==> src/rtl/countdown_timer.sv <==
// countdown_timer: loadable modulo-N down-counter with one-shot or auto-reload expire pulse
module countdown_timer #(
    parameter  int N = 16,
    localparam int W = $clog2(N)
) (
    input  logic         clk,
    input  logic         rst,
    input  logic         load_valid,
    output logic         load_ready,
    input  logic [W-1:0] load_value,
    input  logic         load_reload,
    input  logic         enable,
    input  logic         cancel,
    output logic         busy,
    output logic [W-1:0] count,
    output logic         expire
);
    typedef enum logic {IDLE, RUN} state_t;
    state_t         state, state_d;
    logic [W-1:0]   count_d, reload_q, reload_d, clamped;
    logic           mode_q, mode_d, expire_d;
    generate
        if (N == (1 << W)) begin : g_pow2
            assign clamped = load_value;
        end else begin : g_clamp
            assign clamped = (load_value > W'(N - 1)) ? W'(N - 1) : load_value;
        end
    endgenerate
    assign busy       = (state == RUN);
    assign load_ready = (state == IDLE) && !rst;
    // next-state: load in IDLE; cancel > pause > decrement > terminal count in RUN
    always_comb begin
        state_d  = state;
        count_d  = count;
        reload_d = reload_q;
        mode_d   = mode_q;
        expire_d = 1'b0;
        if (state == IDLE) begin
            if (load_valid && load_ready) begin
                count_d  = clamped;
                reload_d = clamped;
                mode_d   = load_reload;
                state_d  = RUN;
            end
        end else if (cancel) begin
            state_d = IDLE;
            count_d = '0;
        end else if (enable) begin
            if (count != '0) begin
                count_d = count - 1'b1;
            end else begin
                expire_d = 1'b1;
                if (mode_q) count_d = reload_q;
                else        state_d = IDLE;
            end
        end
    end
    // state register; reset aborts any run without an expire
    always_ff @(posedge clk or posedge rst) begin
        if (rst) begin
            state    <= IDLE;
            count    <= '0;
            reload_q <= '0;
            mode_q   <= 1'b0;
            expire   <= 1'b0;
        end else begin
            state    <= state_d;
            count    <= count_d;
            reload_q <= reload_d;
            mode_q   <= mode_d;
            expire   <= expire_d;
        end
    end
endmodule
==> config.mk <==
export PLATFORM = sky130hd
export DESIGN_NAME = countdown_timer
export DESIGN_NICKNAME = d
export VERILOG_FILES = /design/src/rtl/countdown_timer.sv
export SDC_FILE = /design/constraint.sdc
export NUM_CORES = 1
export LEC_CHECK = 0
export ABC_CLOCK_PERIOD_IN_PS = 2600
export CORE_MARGIN = 3
export CORE_UTILIZATION = 35
export CTS_BUF_LIST = sky130_fd_sc_hd__clkbuf_2
export DETAILED_ROUTE_END_ITERATION = 8
export SLEW_MARGIN = 20
export SYNTH_ARGS = -nofsm -noshare
export SYNTH_HDL_FRONTEND = slang
export SYNTH_SLANG_ARGS = --single-unit
==> constraint.sdc <==
create_clock -name clk -period 2.6 [get_ports clk]
set_input_delay 0.26 -clock clk [delete_from_list [all_inputs] [get_ports clk]]
set_output_delay 0.26 -clock clk [all_outputs]
set_load 0.05 [all_outputs]
* After elaboration in Yosys (flattened, before gate mapping) *
Index checks and enable logic that the tools add are counted.

storage, ports and cells
  flip-flop bits (word level) = 11
  bits of input ports = 10
  output and inout bits = 7

cells by class
  $add $sub $neg = 1
  equal/unequal tests = 2
  multiplexer cells = 16
  bitwise operators = 1
  reductions and logical operators = 7

operator list
  cell                 number
  $mux 4               6
  $mux 1               10
  $ne 4x2->1 const B   1
  $reduce_bool 4->1    1
  $sub 4x1->4 const B  1
  $ne 3x3->1 const B   1
  $reduce_and 3->1     1
  $logic_and 1x1->1    2
  $reduce_and 2->1     1
  $reduce_bool 2->1    1
  $logic_not 1->1      1
  $not 1->1            1

* Depth between registers and ports, before layout *
  depth after elaboration = 5
  gate-level depth with buffers = 7

* Worst setup path after synthesis *
No wires, ideal clock.

  path kind = register to register
  start point = reg count[0]
  end point = reg count[1]
  data arrival time = 1.919 ns
  data required time = 2.472 ns
  setup slack = 0.553 ns
  cell stages (with the launch flop) = 8
  period minus slack after synthesis = 2.047 ns
  path through = dfrtp_1 > inv_1 > ha_1 > or3b_1 > buf_6 > nor3_4 > nor2_2 > mux2_1

on the way
  longest elaborated chain between the ends = 5
  elaborated cells on any way between the ends = 8

RTL lines
  item                                                     RTL line  text
  start: declaration                                       15        output logic [W-1:0] count,
  start signal: assignment                                 68        count <= count_d;
  $sub 4x1->4 / $reduce_bool 4->1 (equally long branches)  50, 49
  $mux 4                                                   49        if (count != '0) begin
  $mux 4                                                   48        end else if (enable) begin
  $mux 4                                                   45        end else if (cancel) begin
  $mux 4                                                   38        if (state == IDLE) begin

Several ways; a longest one is shown, not always the timed one. The select of a mux whose other input is x is not followed.
A chain may end at the register's enable or synchronous reset.

* Worst setup path after layout *
Same ends and word-level chain as after synthesis.

==> impl_metrics.toml <==
[grt]
grt_antenna_before_repair = 0
gr-total-overflow = 0
grt_pass1_vias = 519
grt_max_degree = 12
grt_pass1_wl_um = 2460
grt.total_usage = 0.133

[outcome]
status = "finished clean"

[critical_path]
cp_slowest_cell = "or3b_1"
startpoint_type = "flop"
cp-end-kind = "flop"
critPathBufInv = 1
cp_max_fo = 10
cp.required_ns = 2.75
critPathKind = "flop to flop"
arrival_ns = 2.16
crit_family = "simple AND/OR/NAND/NOR gates"
critPathMaxStageDelay_ns = 0.53
crit_chain = "inv_1, ha_1, or3b_1, o21ai_1, o22ai_1, mux2_1"

[clock_tree]
post_cts_resized = 0
cts_hold_buffers = 0
cts_tree = "done"
h-tree-depth = 1
clkLatencyLatePin_ns = 0.26
post_cts_buffers = 0
clk_pin_slew_ns = 0.12
clockBufferDepth = 2
cts-buffers-inserted = 3
clock-sinks = 11
cts_root_buf = "clkbuf_2"

[logic_synthesis]
yosysWarnings = 0
synthCells = 63
synth_seq_cells = 11
synth.net_count = 75
ys_types = 33
avgSynthCellArea_um2 = 10.6
yosysSeqAreaShare = 0.414
synth_area_um2 = 666

[sta]
report.final.slew_viol_count = 0
fin_worst_hold_slack_ns = 0.336
tightest_slew_ns = 0.514
period_share = 0.772
slew-limit-headroom = 0.656
min_period_ns = 2.01
rsz0062_at_grt = "false"
hold_viol_final = 0
clock_skew_ns = 0.00206
final-setup-viol-count = 0
setup-tns-final_ns = 0
maxClockFrequency_mhz = 498

[floorplan]
die_y_um = 49.6
die-area_um2 = 2460
initial_core_util = 0.377
io_pins = 17
die_w_um = 49.6
rows = 15
core_um2 = 1760

[pwr]
fin_total_pwr_mw = 0.736
ir_worst_vdd_mv = 0.449
p_per_area_nw_per_um2 = 857
cellLeakagePower_nw = 0.368

[layout]
fin_nets = 94
n_antenna_cell = 0
drive_above_1_share = 0.173
fill_cells = 184
instances_no_fill = 106
fin_area_um2 = 858
area_growth_pct = 28.9

[run]
maxCapViolCount = 0

[routing]
ant_nets = 0
vias = 522
dr.pass1.iters = 6
drc = 0
via_per_inst = 4.92
routed_wl_um = 1410
dr.first_iter.drc_count = 6
wl_per_cell_um = 13.3

[placement]
dp.cells = 102
place_congestion = 0.794
postPlaceCellArea_um2 = 838
hpwl_um = 1100
portBuffers = 16

[min_path]
min_path_type = "primary input to asynchronous set/reset pin"
-- area by class of cell --
cell class                      instances  area, µm²  share of cell area
Inverter                                7       26.3              0.0306
Multi-Input combinational cell         43        345               0.402
Clock buffer                            4       20.0              0.0233
Tap cell                               25       31.3              0.0364
Sequential cell                        11        275               0.321
Timing Repair Buffer                   16        160               0.187
-- through the flow --
| step | util | setup slack (ns) |
|---|---|---|
| 3_5_place_dp | 0.475 | 0.634 |
| 4_1_cts | 0.487 | 0.594 |
| 3_3_place_gp | 0.475 | 0.673 |
| 2_1_floorplan | - | 0.553 |
| 5_1_grt | 0.487 | 0.429 |
| 6_report | 0.487 | 0.593 |
-- cells by family (layout without fill, tap and decap cells) --
| family | count (synthesis) | after routing | share of synthesized area |
|---|---|---|---|
| AO/OA/AOI/OAI | 14 | 14 | 0.158 |
| XOR/XNOR | 1 | 1 | 0.0132 |
| adder cells (fa/ha/maj) | 2 | 2 | 0.0376 |
| buffers and inverters | 9 | 27 | 0.0677 |
| flip-flops | 11 | 11 | 0.414 |
| multiplexers | 8 | 8 | 0.133 |
| AND/OR/NAND/NOR | 18 | 18 | 0.177 |
-- sequential cells by signal, summed over array words and instances (netlist names) --
name      cells
busy          1
reload_q      4
count         4
mode_q        1
expire        1
-- Yosys cell counts (all sizes together) --
cell     count  area, µm²
or3b         1       8.76
o2bb2ai      1       15.0
o211a        1       10.0
mux2         7       78.8
o211ai       1       7.51
o221ai       1       8.76
xor2         1       8.76
o22ai        3       18.8
ha           2       25.0
nand2b       2       12.5
dfrtp       11        275
nor3b        1       7.51
nand4        1       6.26
buf          2       18.8
inv          7       26.3
nor4b        1       8.76
nor2b        1       6.26
nor3         2       21.3
o21bai       1       7.51
o21ai        2       10.0
a31oi        2       12.5
a22oi        1       7.51
o21a         1       7.51
nand2        2       7.51
mux2i        1       10.0
nor2         5       21.3
or2b         1       11.3
and2         1       6.26
-- cells in the final DEF, fill, tap and decap left out, drive strengths merged, types with 2 or more instances in the layout --
| cell type | count |
|---|---|
| a31oi | 2 |
| nand2 | 2 |
| mux2 | 7 |
| dfrtp | 11 |
| clkbuf | 4 |
| ha | 2 |
| o22ai | 3 |
| inv | 7 |
| nand2b | 2 |
| nor2 | 5 |
| clkdlybuf4s50 | 16 |
| nor3 | 2 |
| o21ai | 2 |
-- path summary, 6_finish.rpt --
path	end	slack, ns	startpoint	depth (start not counted)
setup / recovery	count[1]	0.59	count[0]	6
hold / removal	expire	0.34	rst	2
setup reg to reg	count[1]	0.59	count[0]	6
hold reg to reg	reload_q[3]	0.53	reload_q[3]	1
max in group asynchronous	reload_q[3]	1.96	rst	2
min in group clk	reload_q[3]	0.53	reload_q[3]	1
-- metal layers --
layer | vias to the layer above | global-route usage | wire length [µm] | part of all wire
met5 | - | 0 | 0 | 0
met4 | 0 | 0.0553 | 6 | 0.0042
met3 | 2 | 0.0181 | 42 | 0.030
met2 | 9 | 0.220 | 723 | 0.51
met1 | 250 | 0.171 | 640 | 0.45
li1 | 261 | - | - | -
-- worst reg2reg max path, stage by stage, from the launching register on --
cell     delay, ns
dfrtp_1       0.45
inv_1         0.14
ha_1          0.20
or3b_1        0.53
o21ai_1       0.19
o22ai_1       0.08
mux2_1        0.30
-- report_power, final --
| group | switching [mW] | total, mW | internal [mW] |
|---|---|---|---|
| clock | 0.0613 | 0.102 | 0.0408 |
| combinational | 0.209 | 0.365 | 0.155 |
| sequential | 0.0543 | 0.269 | 0.215 |
| total | 0.325 | 0.736 | 0.410 |
(Power assumes the default switching activity.)
==> RTL edit (same flow settings) <==
Register the output `count` once more; this adds one clock of latency there. The other outputs are not delayed to match.
--- a/src/rtl/countdown_timer.sv
+++ b/src/rtl/countdown_timer.sv
@@ -16,6 +16,8 @@
     output logic         expire
 );
     typedef enum logic {IDLE, RUN} state_t;
+
+    logic [W-1:0] count_s0;
     state_t         state, state_d;
     logic [W-1:0]   count_d, reload_q, reload_d, clamped;
     logic           mode_q, mode_d, expire_d;
@@ -31,7 +33,7 @@
     // next-state: load in IDLE; cancel > pause > decrement > terminal count in RUN
     always_comb begin
         state_d  = state;
-        count_d  = count;
+        count_d  = count_s0;
         reload_d = reload_q;
         mode_d   = mode_q;
         expire_d = 1'b0;
@@ -46,8 +48,8 @@
             state_d = IDLE;
             count_d = '0;
         end else if (enable) begin
-            if (count != '0) begin
-                count_d = count - 1'b1;
+            if (count_s0 != '0) begin
+                count_d = count_s0 - 1'b1;
             end else begin
                 expire_d = 1'b1;
                 if (mode_q) count_d = reload_q;
@@ -59,16 +61,20 @@
     always_ff @(posedge clk or posedge rst) begin
         if (rst) begin
             state    <= IDLE;
-            count    <= '0;
+            count_s0 <= '0;
             reload_q <= '0;
             mode_q   <= 1'b0;
             expire   <= 1'b0;
         end else begin
             state    <= state_d;
-            count    <= count_d;
+            count_s0 <= count_d;
             reload_q <= reload_d;
             mode_q   <= mode_d;
             expire   <= expire_d;
         end
     end
+    always_ff @(posedge clk) begin
+        count <= count_s0;
+    end
+
 endmodule
Behaviour: not the same (Yosys sat finds a counterexample within 4 cycles, from zero or initial values and one cycle with rst high).
==> RTL edit against the unedited design <==
  * Design area increased by 10%
  * Synthesized cell count increased by 6.3%
  * Power increased by 6.5%
  * Die area increased by 8.7%
  * Global-route usage decreased by 1.1 points
  * Routed wire length decreased by 0.64%
  * Core utilization increased by 2.8 points
  * Register-to-register slack improved by 80 ps
  * Worst setup slack got worse by 1.4 ps
  * Synthesized area increased by 10%
  * Maximum frequency about the same
  * Sequential cell count increased by 4
  * Critical path depth decreased by 4
  * Critical path type is now reg2out
  * Largest power group is now registers
==> RTL edit: results <==
export IMPL_synthDistinctLibCells=29
export IMPL_fin_cells=112
export IMPL_crit_family="buffers and inverters"
export IMPL_antenna_found_initial=0
export IMPL_synth_async_reset_ratio_pct=73.33
export IMPL_synthTopCellsByCount="dfrtp_1 (11), inv_1 (8), mux2_2 (5), o21ai_0 (5)"
export IMPL_worstPathArrival_ps=1750
export IMPL_track_usage_pct=12.12
export IMPL_relSlewSlack_pct=66.80
export IMPL_gp_congestion=0.7479
export IMPL_crit_slowest_cell="clkdlybuf4s50_1"
export IMPL_antenna_cells=0
export IMPL_num_fill_cells=194
export IMPL_vias=576
export IMPL_power_switching_mw=0.3038
export IMPL_power_sequential_mw=0.348
export IMPL_synthAdderAreaFrac_pct=3.419
export IMPL_use_met2_pct=17.58
export IMPL_skew_ps=3.329
export IMPL_synth_xor_xnor_area_share_pct=0
export IMPL_highest_layer="met4"
export IMPL_status="complete, no violations"
export IMPL_place_ws_ps=635.8
export IMPL_wirelength_met1_um=644
export IMPL_largestRegisters="count (4), count_s0 (4), reload_q (4)"
export IMPL_peakVddDrop_uv=422.5
export IMPL_slowest_delay_ps=810
export IMPL_cts_max_path_buffers=2
export IMPL_place_area_um2=927.1
export IMPL_worstPathMaxFanout=11
export IMPL_use_met3_pct=5.158
export IMPL_synth_compound_area_share_pct=18.29
export IMPL_syn_nets=79
export IMPL_yosysSeqAreaShare_pct=48.55
export IMPL_crit_path_start="busy"
export IMPL_fin_nets=100
export IMPL_wl_met2_um=632
export IMPL_final_layout_size_suffix_gt1_share_pct=17.24
export IMPL_hpwlAfterDp_um=1111
export IMPL_drt_iter0_drc=12
export IMPL_pg_clk_mw=0.109
export IMPL_syn_inst=67
export IMPL_total_power_mw=0.7834
export IMPL_first_pass_iters=4
export IMPL_first_global_vias=510
export IMPL_synthMuxAreaShare_pct=10.77
export IMPL_wl_per_cell_um=12.54
export IMPL_wl_met3_um=114
export IMPL_r2r_start="count_s0[0]"
export IMPL_grt_pass1_wl_um=2401
export IMPL_met1_usage_pct=17.20
export IMPL_yosys_top_cells_area="dfrtp_1 (38%), dfxtp_1 (11%), mux2_2 (7.7%), inv_1 (4.1%), ha_1 (3.4%)"
-- RTL edit: changes by cell type in the layout (fill, tap and decap cells not counted), moves of 2 or more --
cell,delta
o22ai_1,-3
o32ai_1,+2
o21ai_0,+4
a211oi_1,+2
dfxtp_1,+4
or2b_1,+2
-- RTL edit: final timing paths --
| kind | to | slack (ps) | depth (start not counted) |
|---|---|---|---|
| hold / removal | reload_q[1] | 210 | 2 |
| max in group asynchronous | count_s0[3] | 2010 | 3 |
| hold reg to reg | count[0] | 460 | 0 |
| setup / recovery | load_ready | 590 | 2 |
| setup reg to reg | count_s0[3] | 670 | 6 |
| min in group clk | count[0] | 460 | 0 |
-- RTL edit: area by class of cell --
| cell class | count | area (µm²) | area share [%] |
|---|---|---|---|
| inverters | 8 | 30.03 | 3.170 |
| well taps | 25 | 31.28 | 3.303 |
| flip-flops and latches | 15 | 355.3 | 37.52 |
| clock buffers | 4 | 20.02 | 2.114 |
| multi-input cells | 43 | 342.8 | 36.20 |
| repair buffers | 17 | 167.7 | 17.70 |
